### config.mk
export PLATFORM = sky130hd
export DESIGN_NAME = seq_normalizer
export DESIGN_NICKNAME = d
export VERILOG_FILES = /design/src/rtl/seq_normalizer.sv
export SDC_FILE = /design/constraint.sdc
export NUM_CORES = 1
export LEC_CHECK = 0
export CAP_MARGIN = 10
export CORE_ASPECT_RATIO = 2
export CORE_MARGIN = 8
export CORE_UTILIZATION = 55
export DETAILED_ROUTE_END_ITERATION = 12
export HOLD_SLACK_MARGIN = 0.06
export PLACE_DENSITY = 0.85
export SKIP_LAST_GASP = 1
export SYNTH_ARGS = -nofsm -noshare
export SYNTH_HDL_FRONTEND = slang
export SYNTH_SLANG_ARGS = --single-unit
### constraint.sdc
create_clock -name clk -period 3.5 [get_ports clk]
set_input_delay 0.7 -clock clk [delete_from_list [all_inputs] [get_ports clk]]
set_output_delay 0.7 -clock clk [all_outputs]
set_load 0.005 [all_outputs]
### src/rtl/seq_normalizer.sv
// seq_normalizer: multi-cycle left-normalizer / leading-zero counter.
// One binary-weighted shift stage per clock (WIDTH/2 .. 1), then a settle
// cycle that copies the finished word into the held output registers, then
// a one-cycle DONE pulse. A start in the DONE cycle is accepted.
module seq_normalizer #(
    parameter int WIDTH = 8,
    parameter int LOG2W = 3
) (
    input  logic             clk,
    input  logic             rst_n,
    input  logic             start,
    input  logic [WIDTH-1:0] in,
    output logic             busy,
    output logic             done,
    output logic [WIDTH-1:0] out,
    output logic [LOG2W-1:0] cnt,
    output logic             zero
);

    typedef enum logic [1:0] {
        S_IDLE   = 2'd0,
        S_STG    = 2'd1,
        S_SETTLE = 2'd2,
        S_DONE   = 2'd3
    } state_t;

    state_t           state_reg, state_next;
    logic [WIDTH-1:0] work_reg, work_next;
    logic [LOG2W-1:0] cnt_work_reg, cnt_work_next;
    logic             zero_work_reg, zero_work_next;
    logic [LOG2W-1:0] k_reg, k_next;
    logic [WIDTH-1:0] out_reg, out_next;
    logic [LOG2W-1:0] cnt_reg, cnt_next;
    logic             zero_reg, zero_next;

    // Candidate result of every stage; the active stage is picked by k_reg.
    logic [WIDTH-1:0] stage_shift [LOG2W];
    logic [LOG2W-1:0] stage_empty;

    genvar gi;
    generate
        for (gi = 0; gi < LOG2W; gi++) begin : g_stage
            localparam int N = 1 << gi;
            assign stage_shift[gi] = work_reg << N;
            assign stage_empty[gi] = (work_reg[WIDTH-1 -: N] == '0);
        end
    endgenerate

    logic [WIDTH-1:0] sel_shift;
    logic             sel_empty;

    // Select the shift candidate belonging to the current stage index.
    always_comb begin
        sel_shift = work_reg;
        sel_empty = 1'b0;
        for (int i = 0; i < LOG2W; i++) begin
            if (k_reg == LOG2W'(i)) begin
                sel_shift = stage_shift[i];
                sel_empty = stage_empty[i];
            end
        end
    end

    // Next-state and datapath update for the normalizer FSM.
    always_comb begin
        state_next     = state_reg;
        work_next      = work_reg;
        cnt_work_next  = cnt_work_reg;
        zero_work_next = zero_work_reg;
        k_next         = k_reg;
        out_next       = out_reg;
        cnt_next       = cnt_reg;
        zero_next      = zero_reg;
        case (state_reg)
            S_IDLE, S_DONE: begin
                if (start) begin
                    work_next      = in;
                    cnt_work_next  = '0;
                    zero_work_next = (in == '0);
                    k_next         = LOG2W'(LOG2W - 1);
                    state_next     = S_STG;
                end else begin
                    state_next = S_IDLE;
                end
            end
            S_STG: begin
                // Shift only while the top 2**k bits are clear; an all-zero
                // operand never shifts so its count stays 0.
                if (sel_empty && !zero_work_reg) begin
                    work_next     = sel_shift;
                    cnt_work_next = cnt_work_reg | (LOG2W'(1) << k_reg);
                end
                if (k_reg == '0) begin
                    state_next = S_SETTLE;
                end else begin
                    k_next = k_reg - LOG2W'(1);
                end
            end
            S_SETTLE: begin
                // Results reach the outputs exactly when DONE is entered.
                out_next   = work_reg;
                cnt_next   = cnt_work_reg;
                zero_next  = zero_work_reg;
                state_next = S_DONE;
            end
            default: state_next = S_IDLE;
        endcase
    end

    // State and datapath registers with synchronous active-low reset.
    always_ff @(posedge clk) begin
        if (!rst_n) begin
            state_reg     <= S_IDLE;
            work_reg      <= '0;
            cnt_work_reg  <= '0;
            zero_work_reg <= 1'b0;
            k_reg         <= '0;
            out_reg       <= '0;
            cnt_reg       <= '0;
            zero_reg      <= 1'b0;
        end else begin
            state_reg     <= state_next;
            work_reg      <= work_next;
            cnt_work_reg  <= cnt_work_next;
            zero_work_reg <= zero_work_next;
            k_reg         <= k_next;
            out_reg       <= out_next;
            cnt_reg       <= cnt_next;
            zero_reg      <= zero_next;
        end
    end

    assign busy = (state_reg == S_STG) || (state_reg == S_SETTLE);
    assign done = (state_reg == S_DONE);
    assign out  = out_reg;
    assign cnt  = cnt_reg;
    assign zero = zero_reg;

endmodule

==> results of run 1 <==
## per-layer routing
metal | vias to the layer above | track usage | routed length [um] | part of all wire
met3 | 18 | 0.05446 | 235 | 0.060
met5 | - | 0 | 0 | 0
met4 | 0 | 0.1208 | 189 | 0.048
met1 | 633 | 0.1777 | 1488 | 0.38
li1 | 638 | - | - | -
met2 | 57 | 0.2756 | 1991 | 0.51
## cell families after synthesis
| group | Yosys count | synth area share |
|---|---|---|
| buf+inv | 20 | 0.05045 |
| xor+xnor | 1 | 0.005791 |
| flops | 29 | 0.3838 |
| simple gates | 48 | 0.1679 |
| mux | 13 | 0.08602 |
| compound gates | 47 | 0.2482 |
| fa+ha+maj | 7 | 0.05790 |
## critical path, stage by stage, from the launching register on
cell and delay (ns):
dfxtp_1 0.38, ha_1 0.59, inv_1 0.34, o21ai_1 0.45, nand2_4 0.16, o31ai_1 0.41
## cell usage in the layout (no fill, tap or decap), types with 4 or more instances in the layout
cell type        count
nand2_1              7
o211ai_1             5
inv_1                9
o31ai_1              4
nor2_1              18
mux2i_1             13
clkbuf_8             7
nor2b_1              4
dfxtp_1             29
ha_1                 7
clkdlybuf4s50_1     24
a211oi_1             4
o21ai_0              6
## layout make-up
class,instances,area (um^2),area share
inverters,9,33.78,0.01828
repair buffers,24,240.2,0.1300
flip-flops and latches,29,580.6,0.3142
clock buffers,7,96.34,0.05213
well taps,29,36.28,0.01963
multi-input cells,116,855.8,0.4631
clock inverters,1,5.005,0.002708
## power by group through the flow
| stage | sequential, mW | combinational (mW) | clock [mW] |
|---|---|---|---|
| 2_1_floorplan | 0.478 | 0.564 | 0 |
| 3_3_place_gp | 0.517 | 0.702 | 0 |
| 3_5_place_dp | 0.524 | 0.726 | 0 |
| 4_1_cts | 0.517 | 0.728 | 0.313 |
| 5_1_grt | 0.533 | 0.798 | 0.326 |
| 6_report | 0.522 | 0.735 | 0.308 |
## final timing paths
kind | end | slack (ns) | cells after the start
min | cnt_work_reg[0] | 0.48 | 2
max | work_reg[5] | 1.03 | 5
max reg2reg | work_reg[5] | 1.03 | 5
min reg2reg | cnt_work_reg[0] | 0.48 | 2
==> metrics.md, run 1 <==
| Metric | Value |
|---|---|
| Top FF cell, synth | `dfxtp_1` |
| CTS sink count | `29` |
| Kind of critical path | `register to register` |
| Site row count | `27` |
| Io pins | `25` |
| Post-layout util | `0.6838` |
| PnR worst setup slack | `between 1 and 1.5 ns` |
| Synth cell count leaders | `dfxtp_1, nor2_1, mux2i_1, inv_1, clkbuf_1` |
| DRT Pass-1 Iters | `4` |
| RD Place Congestion | `roughly 0.9` |
| Final period util | `0.7054` |
| Gate power share | `0.470` |
| Register bit count reported by yosys | `29` |
| Vias in the first global route | `roughly 1,300` |
| Antenna-violating nets left | `0` |
| # nets final | `between 200 and 250` |
| Layout Cells excl Fill | `between 200 and 250` |
| Die Area | `0.004786 mm^2` |
| Clock skew | `between 0.003 and 0.004 ns` |
| DR vias/cell | `6.260` |
| H-tree lvl count | `2` |
| Max Root-Sink Buffers | `2` |
| Cells after DPL | `roughly 210` |
| Share of layout cells above drive strength 1 | `0.08065` |
| Cell internal pwr | `0.9131 mW` |
| Netlist cell types | `41` |
| Std-Cell Core Area | `around 0.0027 mm^2` |
| Crit path DAT | `~2.6 ns` |
| Cell Pwr Density | `around 850 mW/mm^2` |
| Initial antenna violation count | `0` |
| Height of the die | `about 90 um` |
| Ant. Diodes | `0` |
| Setup TNS | `0 ns` |
| Mapped Area | `0.001513 mm^2` |
| Crit path launch | `state_reg[0]` |
| Ranking of synthesized cells by area | `dfxtp_1, mux2i_1, ha_1` |
| DP HPWL | `roughly 2.9 mm` |
| RR Startpoint | `state_reg[0]` |
| Syn_nets | `183` |
| Worst VDD drop | `between 0.5 and 0.6 mV` |
| Critical Path RT | `approximately 3.7 ns` |
| Placement Setup Slack | `~1.0 ns` |
| Final Setup Violations | `0` |
| Status | `finished clean` |
| CTS tree | `yes` |
| Average size of a mapped cell | `around 9.2 um^2` |
| Yosys warns | `0` |
| Leakage power | `between 0.6 and 0.7 nW` |
| Clock share of power | `0.197` |
| Tot Pwr | `~1.6 mW` |
| Post-CTS Resized | `0` |
| Maxcap violations | `0` |
| Routed len/inst | `roughly 18 um` |
| Hold_ws | `roughly 0.48 ns` |
| Post-synthesis sequential area ratio | `0.3838` |
| Count leader, synth | `dfxtp_1` |
| Worst-Skew Late Latency | `between 0.2 and 0.3 ns` |
| CP Capture Type | `register` |
| Max-slew violations | `0` |
| Cell area after placement | `0.001747 mm^2` |
| Via count of the routed design | `about 1,300` |
| Sw power | `about 0.65 mW` |
| Fillers | `roughly 230` |
| Initial Util | `0.5597` |
| Biggest area consumer among synthesized cells | `dfxtp_1` |
| Hold path startpoint | `cnt_work_reg[0]` |
| Total track usage | `0.1727` |
| Final hold vios | `0` |
| Critical path peak fanout | `17` |
| # port buffers | `24` |
| FFs w/ async S/R, synth | `0` |
| Fmax | `0.4051 GHz` |
| Post-CTS Hold Buffers | `0` |
| Path type of the worst min-delay path | `register to register` |
| Net Sw Frac | `0.4166` |
| First-pass GRT wire length | `~6.3 mm` |
| Crit path time final | `about 2.5 ns` |
| Post-CTS Setup Inserts | `0` |
| Number of synthesized flops with an enable pin | `0` |
| Worst Setup Start Kind | `register` |
| Top-area cell type share of the netlist area | `0.3838` |
| Detailed Route WL | `roughly 4 mm` |
| Die W | `53.09 um` |
| Area Growth Syn to Fin | `22.17%` |
| Remaining DRCs | `0` |
| Largest net degree at the start of global routing | `23` |
| Clk slew on worst S/H paths | `roughly 0.06 ns` |
| Grt ovf | `0` |
| Iter 0 DRT Violations | `60` |
| Post-route cell area | `between 0.0015 and 0.002 mm^2` |
| Synthesized netlist cell count | `approximately 170` |
| Total CTS buffers | `5` |
| Rel. slew slack | `0.5111` |
| Clock root buffer | `clkbuf_8` |
| Slew @ Worst Pin | `between 0.7 and 0.8 ns` |
| Sequential power share | `0.333` |
| RSZ-0062 raised after global routing | `false` |
(Power assumes the default switching activity.)
==> run 2: changes to the inputs <==
--- a/config.mk
+++ b/config.mk
@@ -8,10 +8,10 @@
 export CAP_MARGIN = 10
 export CORE_ASPECT_RATIO = 2
 export CORE_MARGIN = 8
-export CORE_UTILIZATION = 55
+export CORE_UTILIZATION = 52
 export DETAILED_ROUTE_END_ITERATION = 12
 export HOLD_SLACK_MARGIN = 0.06
-export PLACE_DENSITY = 0.85
+export PLACE_DENSITY = 0.81
 export SKIP_LAST_GASP = 1
 export SYNTH_ARGS = -nofsm -noshare
 export SYNTH_HDL_FRONTEND = slang
==> constraint.sdc (replaced) <==
create_clock -name clk -period 2.5 [get_ports clk]
set_input_delay 0.5 -clock clk [delete_from_list [all_inputs] [get_ports clk]]
set_output_delay 0.5 -clock clk [all_outputs]
set_load 0.005 [all_outputs]
==> run 2 against run 1 <==
Hold slack worse by 0.0054 ns. Highest routed layer unchanged. First-iteration DRC count rose by 33%. Critical path depth down 1. Cell count up 2.8%. Register-to-register slack got worse by 0.65 ns. Clock power up 19%.
==> metrics.md, run 2 (synthesized netlist as in run 1, its figures left out) <==
| Metric | Value |
|---|---|
| Iter 0 DRT Violations | `80 (+33%)` |
| Slew @ Worst Pin | `0.7189 ns (-0.01438 ns)` |
| Clock root buffer | `clkbuf_8` |
| Worst Setup Start Kind | `register` |
| Maxcap violations | `0 (unchanged)` |
| Grt ovf | `0 (unchanged)` |
| Share of layout cells above drive strength 1 | `0.1042 (+0.02352)` |
| Path type of the worst min-delay path | `register to register` |
| RSZ-0062 raised after global routing | `false` |
| Site row count | `27 (unchanged)` |
| Remaining DRCs | `0 (unchanged)` |
| Cell area after placement | `0.001792 mm^2 (+2.6%)` |
| Height of the die | `92.28 um (+2.3%)` |
| Fmax | `0.4486 GHz` |
| RD Place Congestion | `0.8766 (-1.8%)` |
| Via count of the routed design | `1,416 (+5.2%)` |
| # port buffers | `24 (unchanged)` |
| Total track usage | `0.1821 (+0.009390)` |
| Post-route cell area | `0.001874 mm^2 (+1.4%)` |
| Final hold vios | `0 (unchanged)` |
| Initial Util | `0.5461 (-0.01365)` |
| CP Capture Type | `output pin` |
| Setup TNS | `0 ns (unchanged)` |
| Commonest cells after routing, fill and taps aside | `dfxtp_1, clkdlybuf4s50_1, nor2_1` |
| Area Growth Syn to Fin | `23.90%` |
| Post-CTS Setup Inserts | `0 (unchanged)` |
| Crit path DAT | `1.73 ns (-0.90 ns)` |
| Initial antenna violation count | `0 (unchanged)` |
| Kind of critical path | `register to output pin` |
| Worst VDD drop | `0.7908 mV (+53%)` |
| Std-Cell Core Area | `0.002770 mm^2 (+2.5%)` |
| H-tree lvl count | `2 (unchanged)` |
| Clock skew | `0.003937 ns (+0.0005741 ns)` |
| First-pass GRT wire length | `6.975 mm (+10%)` |
| CTS tree | `yes` |
| Largest net degree at the start of global routing | `14 (-39%)` |
| Die W | `54.14 um (+2.0%)` |
| Antenna-violating nets left | `0 (unchanged)` |
| Detailed Route WL | `4.253 mm (+8.9%)` |
| Final period util | `0.8917` |
| Status | `finished clean` |
| Critical Path RT | `2.00 ns (-1.66 ns)` |
| DRT Pass-1 Iters | `4 (unchanged)` |
| Clk slew on worst S/H paths | `0.06 ns (about the same)` |
| Cell Pwr Density | `1179 mW/mm^2 (+39%)` |
| Io pins | `25 (unchanged)` |
| Max-slew violations | `0 (unchanged)` |
| Post-CTS Hold Buffers | `0 (unchanged)` |
| Leakage power | `0.7065 nW (+2.8%)` |
| Max Root-Sink Buffers | `2 (unchanged)` |
| Total CTS buffers | `5 (unchanged)` |
| Die Area | `0.004996 mm^2 (+4.4%)` |
| Critical path peak fanout | `7 (-10)` |
| DP HPWL | `3.185 mm (+10%)` |
| Final Setup Violations | `0 (unchanged)` |
| Leading cell type in the layout, fill and taps excluded | `dfxtp_1` |
| Worst-Skew Late Latency | `0.28 ns (about the same)` |
| Routed len/inst | `19.24 um (+6.0%)` |
| DR vias/cell | `6.407 (+2.3%)` |
| # nets final | `209 (+3.0%)` |
| Post-CTS Resized | `0 (unchanged)` |
| Vias in the first global route | `1,430 (+6.1%)` |
| Ant. Diodes | `0 (unchanged)` |
| Crit path time final | `around 2.2 ns` |
| Rel. slew slack | `0.5207 (+0.009586)` |
| CTS sink count | `29 (unchanged)` |
## run 2: area by class of cell
type / instances / area [um^2]
tap: 29 / 36.28
sequential: 29 / 580.6
multi-input combinational: 116 / 855.8
timing repair buffer: 30 / 285.3
inverter: 9 / 33.78
clock buffer: 6 / 72.57
clock inverter: 2 / 10.01
fill: 225 / 895.9
## run 2: per-layer routing
metal  share of wire  track usage  wire, um  vias up
met1            0.36       0.1957      1533      671
met2            0.53       0.3019      2253       68
met4           0.050       0.1074       214        0
li1                -            -         -      655
met3           0.059      0.04045       251       22
met5               0            0         0        -
## run 2: power breakdown
group | leakage, nW | internal, mW | switching [mW]
registers | 0.236 | 0.582 | 0.149
logic | 0.425 | 0.493 | 0.621
clock network | 0.0450 | 0.192 | 0.174
## run 2: path summary, 6_finish.rpt
kind,slack (ns),cells past startpoint,startpoint,to
max,0.27,4,state_reg[0],busy
min,0.48,2,cnt_work_reg[0],cnt_work_reg[0]
max reg2reg,0.38,6,k_reg[0],work_reg[1]
min reg2reg,0.48,2,cnt_work_reg[0],cnt_work_reg[0]
## run 2: per-stage QoR
step	worst slack [ns]	instances	util	total power, mW	hold slack [ns]
floorplan	0.5245	165	-	1.459	0.4248
CTS	0.2578	221	0.6766	2.198	0.4751
finish	0.2707	221	0.6766	2.210	0.4774
detailed placement	0.4188	213	0.6468	1.816	0.4639
global placement	0.4967	213	0.6468	1.761	0.4493
global route	0.1465	221	0.6766	2.341	0.4895
## run 2: worst max-delay path, cell delays in order, from the launching register on
cell and delay [ns]:
dfxtp_1 0.38, inv_1 0.06, ha_1 0.40, inv_1 0.11
clkdlybuf4s50_1 0.51
==> run 3: changes to the inputs <==
--- a/config.mk
+++ b/config.mk
@@ -5,13 +5,15 @@
 export SDC_FILE = /design/constraint.sdc
 export NUM_CORES = 1
 export LEC_CHECK = 0
+export ABC_AREA = 1
 export CAP_MARGIN = 10
 export CORE_ASPECT_RATIO = 2
 export CORE_MARGIN = 8
-export CORE_UTILIZATION = 52
+export CORE_UTILIZATION = 53
+export CTS_CLUSTER_SIZE = 16
 export DETAILED_ROUTE_END_ITERATION = 12
 export HOLD_SLACK_MARGIN = 0.06
-export PLACE_DENSITY = 0.81
+export PLACE_DENSITY = 0.82
 export SKIP_LAST_GASP = 1
 export SYNTH_ARGS = -nofsm -noshare
 export SYNTH_HDL_FRONTEND = slang
==> run 3 against run 2 <==
Clock skew up 0.0043 ns. Die area up 2.1%. Flip-flop and latch count unchanged. Register-to-register slack better by 0.20 ns. Critical path depth unchanged. Hold slack worse by 0.011 ns. Sequential power up 0.8%. Combinational power up 14%. Sequential share of layout area down 0.65 points. Synthesized cell count up 32%. Critical path type unchanged. Largest cell class unchanged.
==> metrics.md, run 3 <==
| Metric | Value |
|---|---|
| Clock root buffer | `clkbuf_8` |
| # port buffers | `24 (unchanged)` |
| Site row count | `28 (+3.7%)` |
| DP HPWL | `2.782 mm (-13%)` |
| Tot Pwr | `2.436 mW (+10%)` |
| Cell internal pwr | `1.389 mW (+9.7%)` |
| Max Root-Sink Buffers | `2 (unchanged)` |
| # nets final | `261 (+25%)` |
| Synth cell count leaders | `nand2_1, a21oi_1, dfxtp_1, inv_1, nor2_1` |
| Count leader, synth | `nand2_1` |
| Post-synthesis mux area share | `0 (-0.08602)` |
| Io pins | `25 (unchanged)` |
| Height of the die | `93.31 um (+1.1%)` |
| Cell Pwr Density | `1273 mW/mm^2 (+7.9%)` |
| Worst VDD drop | `0.7030 mV (-11%)` |
| Syn_nets | `236 (+29%)` |
| Total track usage | `0.1632 (-0.01894)` |
| Largest family of logic cells by synthesized area | `simple AND/OR/NAND/NOR gates` |
| Rel. slew slack | `0.5345 (+0.01377)` |
| Share of layout cells above drive strength 1 | `0.1148 (+0.01059)` |
| Final period util | `0.8753 (-0.01638)` |
| Post-CTS Resized | `0 (unchanged)` |
| DR vias/cell | `5.391 (-16%)` |
| Top FF cell, synth | `dfxtp_1` |
| Detailed Route WL | `3.701 mm (-13%)` |
| Clk slew on worst S/H paths | `0.07 ns (about the same)` |
| Slowest stage delay, CP | `0.50 ns (about the same)` |
| Remaining DRCs | `0 (unchanged)` |
| CTS tree | `yes` |
| RSZ-0062 raised after global routing | `false` |
| Path type of the worst min-delay path | `register to register` |
| Crit-path cells | `inv_1 -> ha_1 -> inv_1 -> clkdlybuf4s50_1` |
| Mapped Area | `0.001584 mm^2 (+4.7%)` |
| Initial antenna violation count | `0 (unchanged)` |
| Post-synthesis compound-gate area fraction | `0.1840 (-0.06409)` |
| FFs w/ async S/R, synth | `0 (unchanged)` |
| Routed len/inst | `13.51 um (-30%)` |
| Worst-Skew Late Latency | `0.29 ns (about the same)` |
| Vias in the first global route | `1,445 (+1.0%)` |
| Top-area cell type share of the netlist area | `0.3665 (-0.01728)` |
| Max-slew violations | `0 (unchanged)` |
| Total CTS buffers | `5 (unchanged)` |
| H-tree lvl count | `2 (unchanged)` |
| Biggest area consumer among synthesized cells | `dfxtp_1` |
| Leakage power | `0.8668 nW (+23%)` |
| Slew @ Worst Pin | `0.6982 ns (-0.02065 ns)` |
| Post-CTS Setup Inserts | `0 (unchanged)` |
| CP Capture Type | `output pin` |
| CTS sink count | `29 (unchanged)` |
| Crit path max-delay family | `buffers and inverters` |
| Net Sw Frac | `0.4298 (+0.002924)` |
| Register bit count reported by yosys | `29 (unchanged)` |
| Fmax | `0.4570 GHz (+1.9%)` |
| Maxcap violations | `0 (unchanged)` |
| Clock share of power | `0.177 (+0.011)` |
| Gate power share | `0.521 (+0.017)` |
| Critical path peak fanout | `4 (-3)` |
| Sequential power share | `0.302 (-0.028)` |
| Initial Util | `0.5448 (-0.001320)` |
| Setup TNS | `0 ns (unchanged)` |
| Leading cell type in the layout, fill and taps excluded | `nand2_1` |
| Synthesized netlist cell count | `218 (+32%)` |
| Ranking of synthesized cells by area | `dfxtp_1, a21oi_1, nand2_1` |
| Status | `finished clean` |
| First-pass GRT wire length | `6.368 mm (-8.7%)` |
| Final hold vios | `0 (unchanged)` |
| CP bufs+invs | `3 (unchanged)` |
| Average size of a mapped cell | `7.266 um^2 (-21%)` |
| Number of synthesized flops with an enable pin | `0 (unchanged)` |
| Area Growth Syn to Fin | `20.85%` |
| Crit path time final | `2.188 ns (-0.04095 ns)` |
| Adder-cell share of the synthesized area | `0.05529 (-0.002607)` |
| Iter 0 DRT Violations | `52 (-35%)` |
| Commonest cells after routing, fill and taps aside | `nand2_1, a21oi_1, dfxtp_1` |
| Die W | `54.66 um (+0.95%)` |
| Crit-path slowest cell | `clkdlybuf4s50_1` |
| Fillers | `266 (+18%)` |
| Crit path DAT | `1.69 ns (-0.04 ns)` |
| Netlist cell types | `26 (-37%)` |
| Worst path most repeated cell | `inv_1` |
| Std-Cell Core Area | `0.002908 mm^2 (+5.0%)` |
| Via count of the routed design | `1,477 (+4.3%)` |
| Post-synthesis sequential area ratio | `0.3665 (-0.01728)` |
| Worst Setup Start Kind | `register` |
| Kind of critical path | `register to output pin` |
| Die Area | `0.005100 mm^2 (+2.1%)` |
| Synth Area in Simple Gates | `0.2828 (+0.1149)` |
| Grt ovf | `0 (unchanged)` |
| RD Place Congestion | `0.8773 (about the same)` |
| DRT Pass-1 Iters | `4 (unchanged)` |
| Final Setup Violations | `0 (unchanged)` |
| Clock skew | `0.008240 ns (+0.004302 ns)` |
| Ant. Diodes | `0 (unchanged)` |
| Antenna-violating nets left | `0 (unchanged)` |
| Largest net degree at the start of global routing | `25 (+11)` |
| Critical Path RT | `2.00 ns (about the same)` |
| Sw power | `1.047 mW (+11%)` |
| Synth Area in XOR/XNOR | `0 (-0.005790)` |
| Post-CTS Hold Buffers | `0 (unchanged)` |
| Yosys warns | `0 (unchanged)` |
==> run 3: cell count changes after synthesis, moves of 5 or more <==
cell / change
a21oi_1: +26
clkbuf_1: -5
inv_1: +19
mux2i_1: -13
nand2_1: +30
nand2_4: +5
nand3_1: +10
nor2_1: +10
o21ai_0: +12
==> run 3: per-layer routing <==
layer | vias up | track usage | share of wire
li1 | 749 | - | -
met5 | - | 0 | 0
met1 | 681 | 0.1696 | 0.39
met2 | 35 | 0.2738 | 0.53
met3 | 12 | 0.03816 | 0.044
met4 | 0 | 0.09917 | 0.041
==> run 3: worst min-delay path, cell delays in order (launching register included) <==
cell and delay (ns):
dfxtp_1 0.30, inv_1 0.06, a21oi_1 0.06
==> run 3: power groups by stage <==
stage / Combinational [mW] / Clock (mW) / Sequential [mW]
floorplan: 0.947 / 0 / 0.730
global placement: 1.24 / 0 / 0.738
detailed placement: 1.26 / 0 / 0.747
CTS: 1.28 / 0.433 / 0.736
global route: 1.42 / 0.451 / 0.759
finish: 1.27 / 0.430 / 0.736
==> run 3: logic make-up after synthesis <==
group,count (synthesis)
AO/OA/AOI/OAI,52
adder cells (fa/ha/maj),7
AND/OR/NAND/NOR,93
flip-flops,29
buffers and inverters,37
==> run 3: through the flow <==
stage                     cells  hold slack [ns]  instance area (um^2)  setup slack (ns)  utilization
after floorplan             218           0.4333                  1584            0.9962            -
after global placement      266           0.4545                  1813            0.6469       0.6235
after detailed placement    266           0.4547                  1813            0.5990       0.6235
after CTS                   274           0.4654                  1914            0.2946       0.6583
after global routing        274           0.4956                  1914            0.2460       0.6583
final                       274           0.4666                  1914            0.3117       0.6583
==> run 3: final timing paths <==
check,start,endpoint,slack (ns),cells after the start
setup reg to reg,state_reg[0],work_reg[0],0.58,7
hold reg to reg,cnt_work_reg[0],cnt[0],0.47,2
setup / recovery,state_reg[0],busy,0.31,4
hold / removal,cnt_work_reg[0],cnt[0],0.47,2
==> run 3: cell type report <==
cell class	instances	area, um^2	share of cell area
multi-input combinational	152	827.0	0.4320
timing repair buffer	25	247.7	0.1294
tap	30	37.54	0.01961
sequential	29	580.6	0.3033
clock inverter	1	5.005	0.002614
inverter	30	120.1	0.06274
clock buffer	7	96.34	0.05033
